**config.mk**
```make
export PLATFORM = sky130hd
export DESIGN_NAME = rf_dump_ctrl_flat
export DESIGN_NICKNAME = d
export VERILOG_FILES = /design/src/rtl/rf_dump_ctrl_pkg.sv /design/src/rtl/rf_dump_ctrl_if.sv /design/src/rtl/rf_dump_ctrl.sv /design/src/flat_wrapper.sv
export SDC_FILE = /design/constraint.sdc
export NUM_CORES = 1
export LEC_CHECK = 0
export ABC_AREA = 1
export CAP_MARGIN = 20
export CORE_AREA = 10 10 104 83
export DETAILED_ROUTE_END_ITERATION = 8
export DIE_AREA = 0 0 114 93
export PLACE_DENSITY = 0.79
export SLEW_MARGIN = 20
export SYNTH_ARGS = -nofsm -noshare
export SYNTH_HDL_FRONTEND = slang
export SYNTH_SLANG_ARGS = --single-unit
```
**constraint.sdc**
```tcl
create_clock -name clk -period 1.5 [get_ports clk]
set_input_delay 0.3 -clock clk [delete_from_list [all_inputs] [get_ports clk]]
set_output_delay 0.3 -clock clk [all_outputs]
set_load 0.01 [all_outputs]
```
**src/rtl/rf_dump_ctrl_pkg.sv**
```systemverilog
// rf_pkg: shared sizes and FSM state type for the register-file dump controller.
//   NREGS : number of registers walked by a dump
//   AW    : register index width
//   DW    : register data width
package rf_pkg;

  localparam int unsigned NREGS = 32;
  localparam int unsigned AW    = 5;
  localparam int unsigned DW    = 32;

  typedef enum logic [1:0] {
    IDLE,
    READ,
    SEND,
    DONE
  } state_t;

endpackage

```
**src/rtl/rf_dump_ctrl_if.sv**
```systemverilog
// rf_dump_ctrl_if: valid/ready stream carrying dumped register words.
//   dump_valid : word valid (master -> slave)
//   dump_ready : consumer accepts word (slave -> master)
//   dump_idx   : register index of the word (master -> slave)
//   dump_data  : register contents (master -> slave)
interface rf_dump_ctrl_if #(
  parameter int unsigned AW = rf_pkg::AW,
  parameter int unsigned DW = rf_pkg::DW
);

  logic          dump_valid;
  logic          dump_ready;
  logic [AW-1:0] dump_idx;
  logic [DW-1:0] dump_data;

  modport master (
    output dump_valid,
    output dump_idx,
    output dump_data,
    input  dump_ready
  );

  modport slave (
    input  dump_valid,
    input  dump_idx,
    input  dump_data,
    output dump_ready
  );

endinterface

```
**src/rtl/rf_dump_ctrl.sv**
```systemverilog
// rf_dump_ctrl: sits between CPU write-back and the register file. On dump_req
// it stalls write-back and streams every register out over the dump channel,
// then releases the CPU.
//   clk, rst           : clock, synchronous active-high reset
//   dump_req           : start a dump (honoured only when idle)
//   cpu_we/waddr/wdata : CPU write-back port
//   rf_we/waddr/wdata  : register file write port (gated CPU write)
//   rf_raddr, rf_rdata : register file read port (combinational read)
//   dump               : dump word stream (master side)
//   stall              : CPU must hold write-back
//   done               : one-cycle pulse after the last word is accepted
//   err                : sticky, CPU attempted a write while stalled
module rf_dump_ctrl
  import rf_pkg::*;
#(
  parameter int unsigned NREGS = rf_pkg::NREGS,
  parameter int unsigned AW    = rf_pkg::AW,
  parameter int unsigned DW    = rf_pkg::DW
) (
  input  logic                  clk,
  input  logic                  rst,
  input  logic                  dump_req,
  input  logic                  cpu_we,
  input  logic [AW-1:0]         cpu_waddr,
  input  logic [DW-1:0]         cpu_wdata,
  output logic                  rf_we,
  output logic [AW-1:0]         rf_waddr,
  output logic [DW-1:0]         rf_wdata,
  output logic [AW-1:0]         rf_raddr,
  input  logic [DW-1:0]         rf_rdata,
  rf_dump_ctrl_if.master        dump,
  output logic                  stall,
  output logic                  done,
  output logic                  err
);

  state_t        state, state_nxt;
  logic [AW-1:0] idx;
  logic          valid_q;
  logic [AW-1:0] idx_q;
  logic [DW-1:0] data_q;
  logic          last;

  assign last = (idx == AW'(NREGS - 1));

  always_comb begin
    state_nxt = state;
    case (state)
      IDLE:    if (dump_req) state_nxt = READ;
      READ:    state_nxt = SEND;
      SEND:    if (dump.dump_ready) state_nxt = last ? DONE : READ;
      DONE:    state_nxt = IDLE;
      default: state_nxt = IDLE;
    endcase
  end

  always_ff @(posedge clk) begin
    if (rst) begin
      state   <= IDLE;
      idx     <= '0;
      valid_q <= 1'b0;
      idx_q   <= '0;
      data_q  <= '0;
      err     <= 1'b0;
    end else begin
      state <= state_nxt;
      case (state)
        IDLE: if (dump_req) idx <= '0;
        READ: begin
          data_q  <= rf_rdata;
          idx_q   <= idx;
          valid_q <= 1'b1;
        end
        SEND: if (dump.dump_ready) begin
          valid_q <= 1'b0;
          // The counter parks on the last index instead of wrapping.
          if (!last) idx <= idx + 1'b1;
        end
        default: ;
      endcase
      if (cpu_we && stall) err <= 1'b1;
    end
  end

  assign stall    = (state != IDLE);
  assign done     = (state == DONE);
  assign rf_raddr = idx;

  // In the IDLE cycle that carries dump_req stall is still low, so a
  // simultaneous write lands before the walk reads register 0.
  assign rf_we    = cpu_we & ~stall;
  assign rf_waddr = cpu_waddr;
  assign rf_wdata = cpu_wdata;

  assign dump.dump_valid = valid_q;
  assign dump.dump_idx   = idx_q;
  assign dump.dump_data  = data_q;

endmodule

```
**src/flat_wrapper.sv**
```systemverilog
// flat-port wrapper written by rule: the top's interface ports become plain ports
module rf_dump_ctrl_flat import rf_pkg::*;
#(
  parameter int unsigned NREGS = rf_pkg::NREGS,
  parameter int unsigned AW    = rf_pkg::AW,
  parameter int unsigned DW    = rf_pkg::DW
)
  (clk, rst, dump_req, cpu_we, cpu_waddr, cpu_wdata, rf_we, rf_waddr, rf_wdata, rf_raddr, rf_rdata, stall, done, err, dump_dump_valid, dump_dump_idx, dump_dump_data, dump_dump_ready);
  rf_dump_ctrl_if #(.AW(AW), .DW(DW)) dump_i ();
  input  logic clk;
  input  logic rst;
  input  logic dump_req;
  input  logic cpu_we;
  input  logic [AW-1:0] cpu_waddr;
  input  logic [DW-1:0] cpu_wdata;
  output logic rf_we;
  output logic [AW-1:0] rf_waddr;
  output logic [DW-1:0] rf_wdata;
  output logic [AW-1:0] rf_raddr;
  input  logic [DW-1:0] rf_rdata;
  output logic stall;
  output logic done;
  output logic err;
  output wire logic [$bits(dump_i.dump_valid)-1:0] dump_dump_valid;
  output wire logic [$bits(dump_i.dump_idx)-1:0] dump_dump_idx;
  output wire logic [$bits(dump_i.dump_data)-1:0] dump_dump_data;
  input wire logic [$bits(dump_i.dump_ready)-1:0] dump_dump_ready;
  assign dump_dump_valid = dump_i.dump_valid;
  assign dump_dump_idx = dump_i.dump_idx;
  assign dump_dump_data = dump_i.dump_data;
  assign dump_i.dump_ready = dump_dump_ready;
  rf_dump_ctrl #(.NREGS(NREGS), .AW(AW), .DW(DW)) u_core (.clk(clk), .rst(rst), .dump_req(dump_req), .cpu_we(cpu_we), .cpu_waddr(cpu_waddr), .cpu_wdata(cpu_wdata), .rf_we(rf_we), .rf_waddr(rf_waddr), .rf_wdata(rf_wdata), .rf_raddr(rf_raddr), .rf_rdata(rf_rdata), .dump(dump_i), .stall(stall), .done(done), .err(err));
endmodule
```
==> run summary, run 1 <==
Initial Utilization: 0.313
Final estimated routing congestion in global placement: 0.763
Status: completed
Worst-path clk slew: 80 ps
Synthesis-stage register bit count: 46
DP HPWL: 3990 µm
Synth Area per Inst: 7.83 µm²
Placed cell areas: 2720 µm²
R2R cell count: 7
Area leader, netlist: dfxtp_1
Area Growth Syn to Fin: 37.6%
P per Cell Area: 974 nW/µm²
Peak supply drop: 0.448 mV
Largest net degree at the start of global routing: 42
Drt first pass iters: 4
Total global routing overflow: 0
Synth Area in XOR/XNOR: 0
Final #Nets: 392
Clk_lat worst skew: 290 ps
Synth top area cells: dfxtp_1 44%, nor2_1 14%, buf_4 14%, o21ai_0 8.9%, a21oi_1 2.4%
Final min period: 1390 ps
Share of the synthesized area in the top cell type: 0.444
DRT iter0 DRCs: 106
MaxCap Viol Count: 0
Leakage power total: 0.00161 µW
Final instance area: 2860 µm²
Setup crit end kind: output port
Port bufs: 83
ANT cells: 0
Commonest non-fill, non-tap cell in the layout: nor2_1
Vias per std cell: 4.41
Die extent in y: 93 µm
Die area: 10600 µm²
Detailed Route WL: 5290 µm
Die X: 114 µm
WP data required: 1200 ps
Max-slew violations: 0
Worst Hold Depth: 2
Period utilization: 0.928
Buffer count from post-CTS setup fixing: 0
Initial antenna violation count: 0
Slew Limit Headroom: 0.786
Fin. Hold Viols: 0
Adder-Cell Fraction of Synth Area: 0.0121
CTS tree: done
Final core utilization: 0.430
Fin Hold WS: 485 ps
Number of global-route vias before repair: 1841
Syn_nets: 341
# H-tree levels: 2
Vias: 1767
Commonest cells after routing, fill and taps aside: 79 x nor2_1, 45 x dfxtp_1, 37 x o21ai_0
Largest family of logic cells by synthesized area: simple AND/OR/NAND/NOR gates
Max Freq: 719 MHz
First-pass GRT wire length: 8650 µm
Synth Cell Area: 2070 µm²
TNS Setup: 0 ps
Mux contribution to synthesized area: 0
Layout cells sized above 1: 0.101
Crit-path max FO: 3
Mapped Cells: 265
RSZ-0062 raised after global routing: no
Final Worst Setup Slack: 108 ps
Synth cell types: 22
CTS Root Cell: clkbuf_8
Final setup violation count: 0
Sequential-to-total area share from yosys stat: 0.444
Worst-margin pin slew: 321 ps
DR DRC count: 0
Clk buf depth: 2
Ports: 158
Routed WL per cell: 13.2 µm
ANT nets after route: 0
Num CTS Buffers: 5
Pre-CTS WS: -273 ps
Yosys warns: 0
Post-synthesis simple-gate area fraction: 0.218
Skew final: 3.73 ps
CP arrival: 1090 ps
CP startpoint kind: flop
Hold crit path type: reg2reg
Clk sink count: 46
Crit Path Class: reg2out
Core area: 6640 µm²
Gr usage total: 0.0985
Synth Area in Compound Gates: 0.122
Cell row count: 26
[stage by stage]
stage | total power [µW] | cells
2_1_floorplan | 1820 | 265
3_3_place_gp | 2080 | 393
3_5_place_dp | 2090 | 393
4_1_cts | 2850 | 401
5_1_grt | 2960 | 401
6_report | 2780 | 401
[sequential cells by signal (all words and copies together) (netlist names)]
signal                  flops
u_core.dump.dump_data      32
u_core.rf_raddr             5
u_core.state                2
u_core.dump.dump_idx        5
u_core.dump.dump_valid      1
u_core.err                  1
[cell type report]
type	instances	area (µm²)
Inverter	13	53.8
Clock buffer	7	86.3
Fill cell	683	3780
Clock inverter	1	5.00
Multi-Input combinational cell	158	739
Timing Repair Buffer	92	943
Tap cell	84	105
Sequential cell	46	922
[where the power goes]
group          switching [µW]  leakage [µW]  internal, µW
combinational             307       0.00118           321
clock                     407     0.0000482           372
sequential               50.2      0.000378          1320
[path summary, 6_finish.rpt]
check	startpoint	to	slack (ps)
setup reg to reg	u_core.rf_raddr[0]	u_core.rf_raddr[1]	160
hold reg to reg	u_core.dump.dump_data[26]	u_core.dump.dump_data[26]	480
hold / removal	u_core.dump.dump_data[26]	u_core.dump.dump_data[26]	480
setup / recovery	u_core.state[1]	stall	110
[critical path, stage by stage, from the launching register on]
cell	delay, ps
dfxtp_2	330
nor2_2	120
inv_1	70
dlygate4sd2_1	280
[cells by family after synthesis]
logic type               after synthesis
AND/OR/NAND/NOR                      107
adder cells (fa/ha/maj)                2
AO/OA/AOI/OAI                         49
flip-flops                            46
buffers and inverters                 61
[layer usage]
layer,global-route usage,up-vias,part of all wire
met5,0,-,0
met4,0.0385,0,0.013
met3,0.0658,15,0.14
met2,0.146,73,0.39
met1,0.109,783,0.46
li1,-,896,-
[synth_stat cells]
master and count:
a21oi_1 10, buf_12 1, buf_4 38, buf_6 1, clkbuf_1 3, clkbuf_2 3, clkbuf_8 2, dfxtp_1 46
ha_1 2, inv_1 11, inv_2 1, inv_6 1, nand2_1 13, nand2_2 2, nand2_4 3, nand3_1 6
nand3_2 1, nor2_1 80, nor2_4 1, nor3_1 1, o21ai_0 37, o21ai_2 2
[what timing repair did]
| action | CTS | global route |
|---|---|---|
| resized for setup | 24 | 31 |
| endpoints found under the setup margin | 22 | 32 |
| hold buffers | 0 | 0 |
| pin swaps | 0 | 1 |
| hold endpoints to repair | 0 | 0 |
Power figures use the tool's default switching activity.
==> run 2: changes to the inputs <==
--- a/config.mk
+++ b/config.mk
@@ -7,9 +7,9 @@
 export LEC_CHECK = 0
 export ABC_AREA = 1
 export CAP_MARGIN = 20
-export CORE_AREA = 10 10 104 83
+export CORE_AREA = 2 2 96 75
 export DETAILED_ROUTE_END_ITERATION = 8
-export DIE_AREA = 0 0 114 93
+export DIE_AREA = 0 0 98 77
 export PLACE_DENSITY = 0.79
 export SLEW_MARGIN = 20
 export SYNTH_ARGS = -nofsm -noshare
==> run 2 against run 1 <==
  * Utilization up 0.25 points
  * Register-to-register slack about the same
  * Via count down 0.23%
  * Worst setup slack worse by 65 ps
  * Combinational power about the same
  * Power down 2.8%
  * Critical path type unchanged
  * Die area down 29%
  * Global-route usage up 2.5 points
  * Sequential share of layout area about the same
==> run summary, run 2 (same netlist as run 1, synthesis figures left out) <==
Max-slew violations: 0
First-pass GRT wire length: 7720 µm
Die X: 98 µm
Critical Path Source: u_core.err
Largest net degree at the start of global routing: 43
Slowest cell on the critical path: clkdlybuf4s50_1
Clk buf depth: 2
Worst path bufs/invs: 1
Max Freq: 687 MHz
CP top delay family: buffers and inverters
Sw Share: 0.270
Routed WL per cell: 12.1 µm
Period utilization: 0.971
Final min period: 1460 ps
Commonest non-fill, non-tap cell in the layout: nor2_1
Crit-path max FO: 2
Die area: 7550 µm²
Ports: 158
Skew final: 3.70 ps
NetSw: 731 µW
Placed cell areas: 2710 µm²
Top Usage Layer GRT: met2
Vias: 1763
P per Cell Area: 946 nW/µm²
Number of flip-flops in the largest register: 32
Met1 Use GR: 0.131
Slew Limit Headroom: 0.791
CTS Root Cell: clkbuf_8
Met2 Use GR: 0.214
MaxCap Viol Count: 0
Comb power frac: 0.232
Fin. Hold Viols: 0
TNS Setup: 0 ps
Drt first pass iters: 6
Core area: 6600 µm²
Final setup violation count: 0
DP HPWL: 3450 µm
CP startpoint kind: flop
Worst-path clk slew: 80 ps
Commonest cells after routing, fill and taps aside: 79 x nor2_1, 45 x dfxtp_1, 38 x clkdlybuf4s50_1
DRT iter0 DRCs: 27
Port bufs: 83
Capturing point of the worst reg2reg path: u_core.rf_raddr[3]
GR met3 Demand/Resource: 0.0629
CP Cell Sequence: clkdlybuf4s50_1
ANT nets after route: 0
Worst Setup EP: err
Initial Utilization: 0.314
Gr usage total: 0.124
WP data required: 1200 ps
Layout cells sized above 1: 0.0892
Final instance area: 2860 µm²
Internal Power: 1970 µW
Leakage power total: 0.00168 µW
Clk_lat worst skew: 280 ps
Vias per std cell: 4.43
Num CTS Buffers: 5
Cell row count: 26
FF-to-FF setup slack: 150 ps
Sequential share of power: 0.509
CTS tree: done
Worst-margin pin slew: 313 ps
Fill cell count: 681
Initial antenna violation count: 0
Crit Path Class: reg2out
Clock Power Share: 0.259
CP arrival: 1160 ps
Total global routing overflow: 0
R2R cell count: 9
RSZ-0062 raised after global routing: no
Final estimated routing congestion in global placement: 0.765
WP depth: 1
# H-tree levels: 2
ANT cells: 0
Hold crit path type: reg2reg
FF-to-FF Start: u_core.rf_raddr[1]
DR DRC count: 0
Hold Crit Start: u_core.dump.dump_data[23]
Max stage delay on crit path: 540 ps
Number of global-route vias before repair: 1709
Detailed Route WL: 4810 µm
Area Growth Syn to Fin: 37.8%
Setup crit end kind: output port
Final #Nets: 390
Clk sink count: 46
Hold_buf cts: 0
Die extent in y: 77 µm
Peak supply drop: 0.435 mV
Status: completed
## run 2: changes by cell type in the layout (fill, tap and decap cells not counted)
cell             before  now
clkbuf_8              6    5
clkbuf_1              1    2
dlymetal6s2s_1       25   33
buf_4                 8    6
dlygate4sd2_1        20   10
clkdlybuf4s50_1      36   38
clkinv_2              1    0
## run 2: cell type report
cell class	count	area [µm²]	share of cell area
timing repair buffer	90	961	0.336
inverter	13	53.8	0.0188
sequential	46	922	0.323
clock buffer	7	76.3	0.0267
multi-input combinational	158	739	0.259
tap	84	105	0.0368
## run 2: metal layers
metal | part of all wire | wire [µm] | up-vias
met5 | 0 | 0 | -
met4 | 0.011 | 55 | 0
met3 | 0.097 | 466 | 14
met2 | 0.45 | 2180 | 63
met1 | 0.44 | 2100 | 789
li1 | - | - | 897
## run 2: power groups by stage
stage / Clock [µW] / Sequential, µW / Combinational [µW]
6_report: 699 / 1380 / 628
3_5_place_dp: 0 / 1410 / 670
4_1_cts: 759 / 1380 / 653
3_3_place_gp: 0 / 1400 / 655
2_1_floorplan: 0 / 1460 / 363
5_1_grt: 818 / 1390 / 696
## run 2: how the worst min path moves through the flow
stage                                endpoint  slack (ps)  cells after the start
floorplan                     u_core.state[0]         370                      1
global placement                   u_core.err         450                      2
detailed placement                 u_core.err         460                      2
CTS                 u_core.dump.dump_data[23]         490                      2
global route        u_core.dump.dump_data[30]         510                      2
finish              u_core.dump.dump_data[23]         480                      2
## run 2: per-stage QoR
step | setup slack (ps) | total power [µW] | cells | utilization | hold slack, ps
2_1_floorplan | 117 | 1820 | 265 | - | 369
3_3_place_gp | -234 | 2060 | 391 | 0.410 | 454
5_1_grt | 2.80 | 2900 | 398 | 0.433 | 509
4_1_cts | 1.33 | 2790 | 398 | 0.419 | 490
3_5_place_dp | -288 | 2080 | 391 | 0.410 | 462
6_report | 43.6 | 2700 | 398 | 0.433 | 480
## run 2: repair_timing
| item | in CTS | in global routing |
|---|---|---|
| pin swaps | 0 | 1 |
| setup buffers | 0 | 0 |
| resized for setup | 16 | 37 |
| setup endpoints to repair | 12 | 35 |
| gates cloned | 0 | 0 |
## run 2: tightest hold or removal path, cell delays in order, from the launching register on
cell     delay [ps]
dfxtp_1         330
nor2_1           40
nor2_1           80
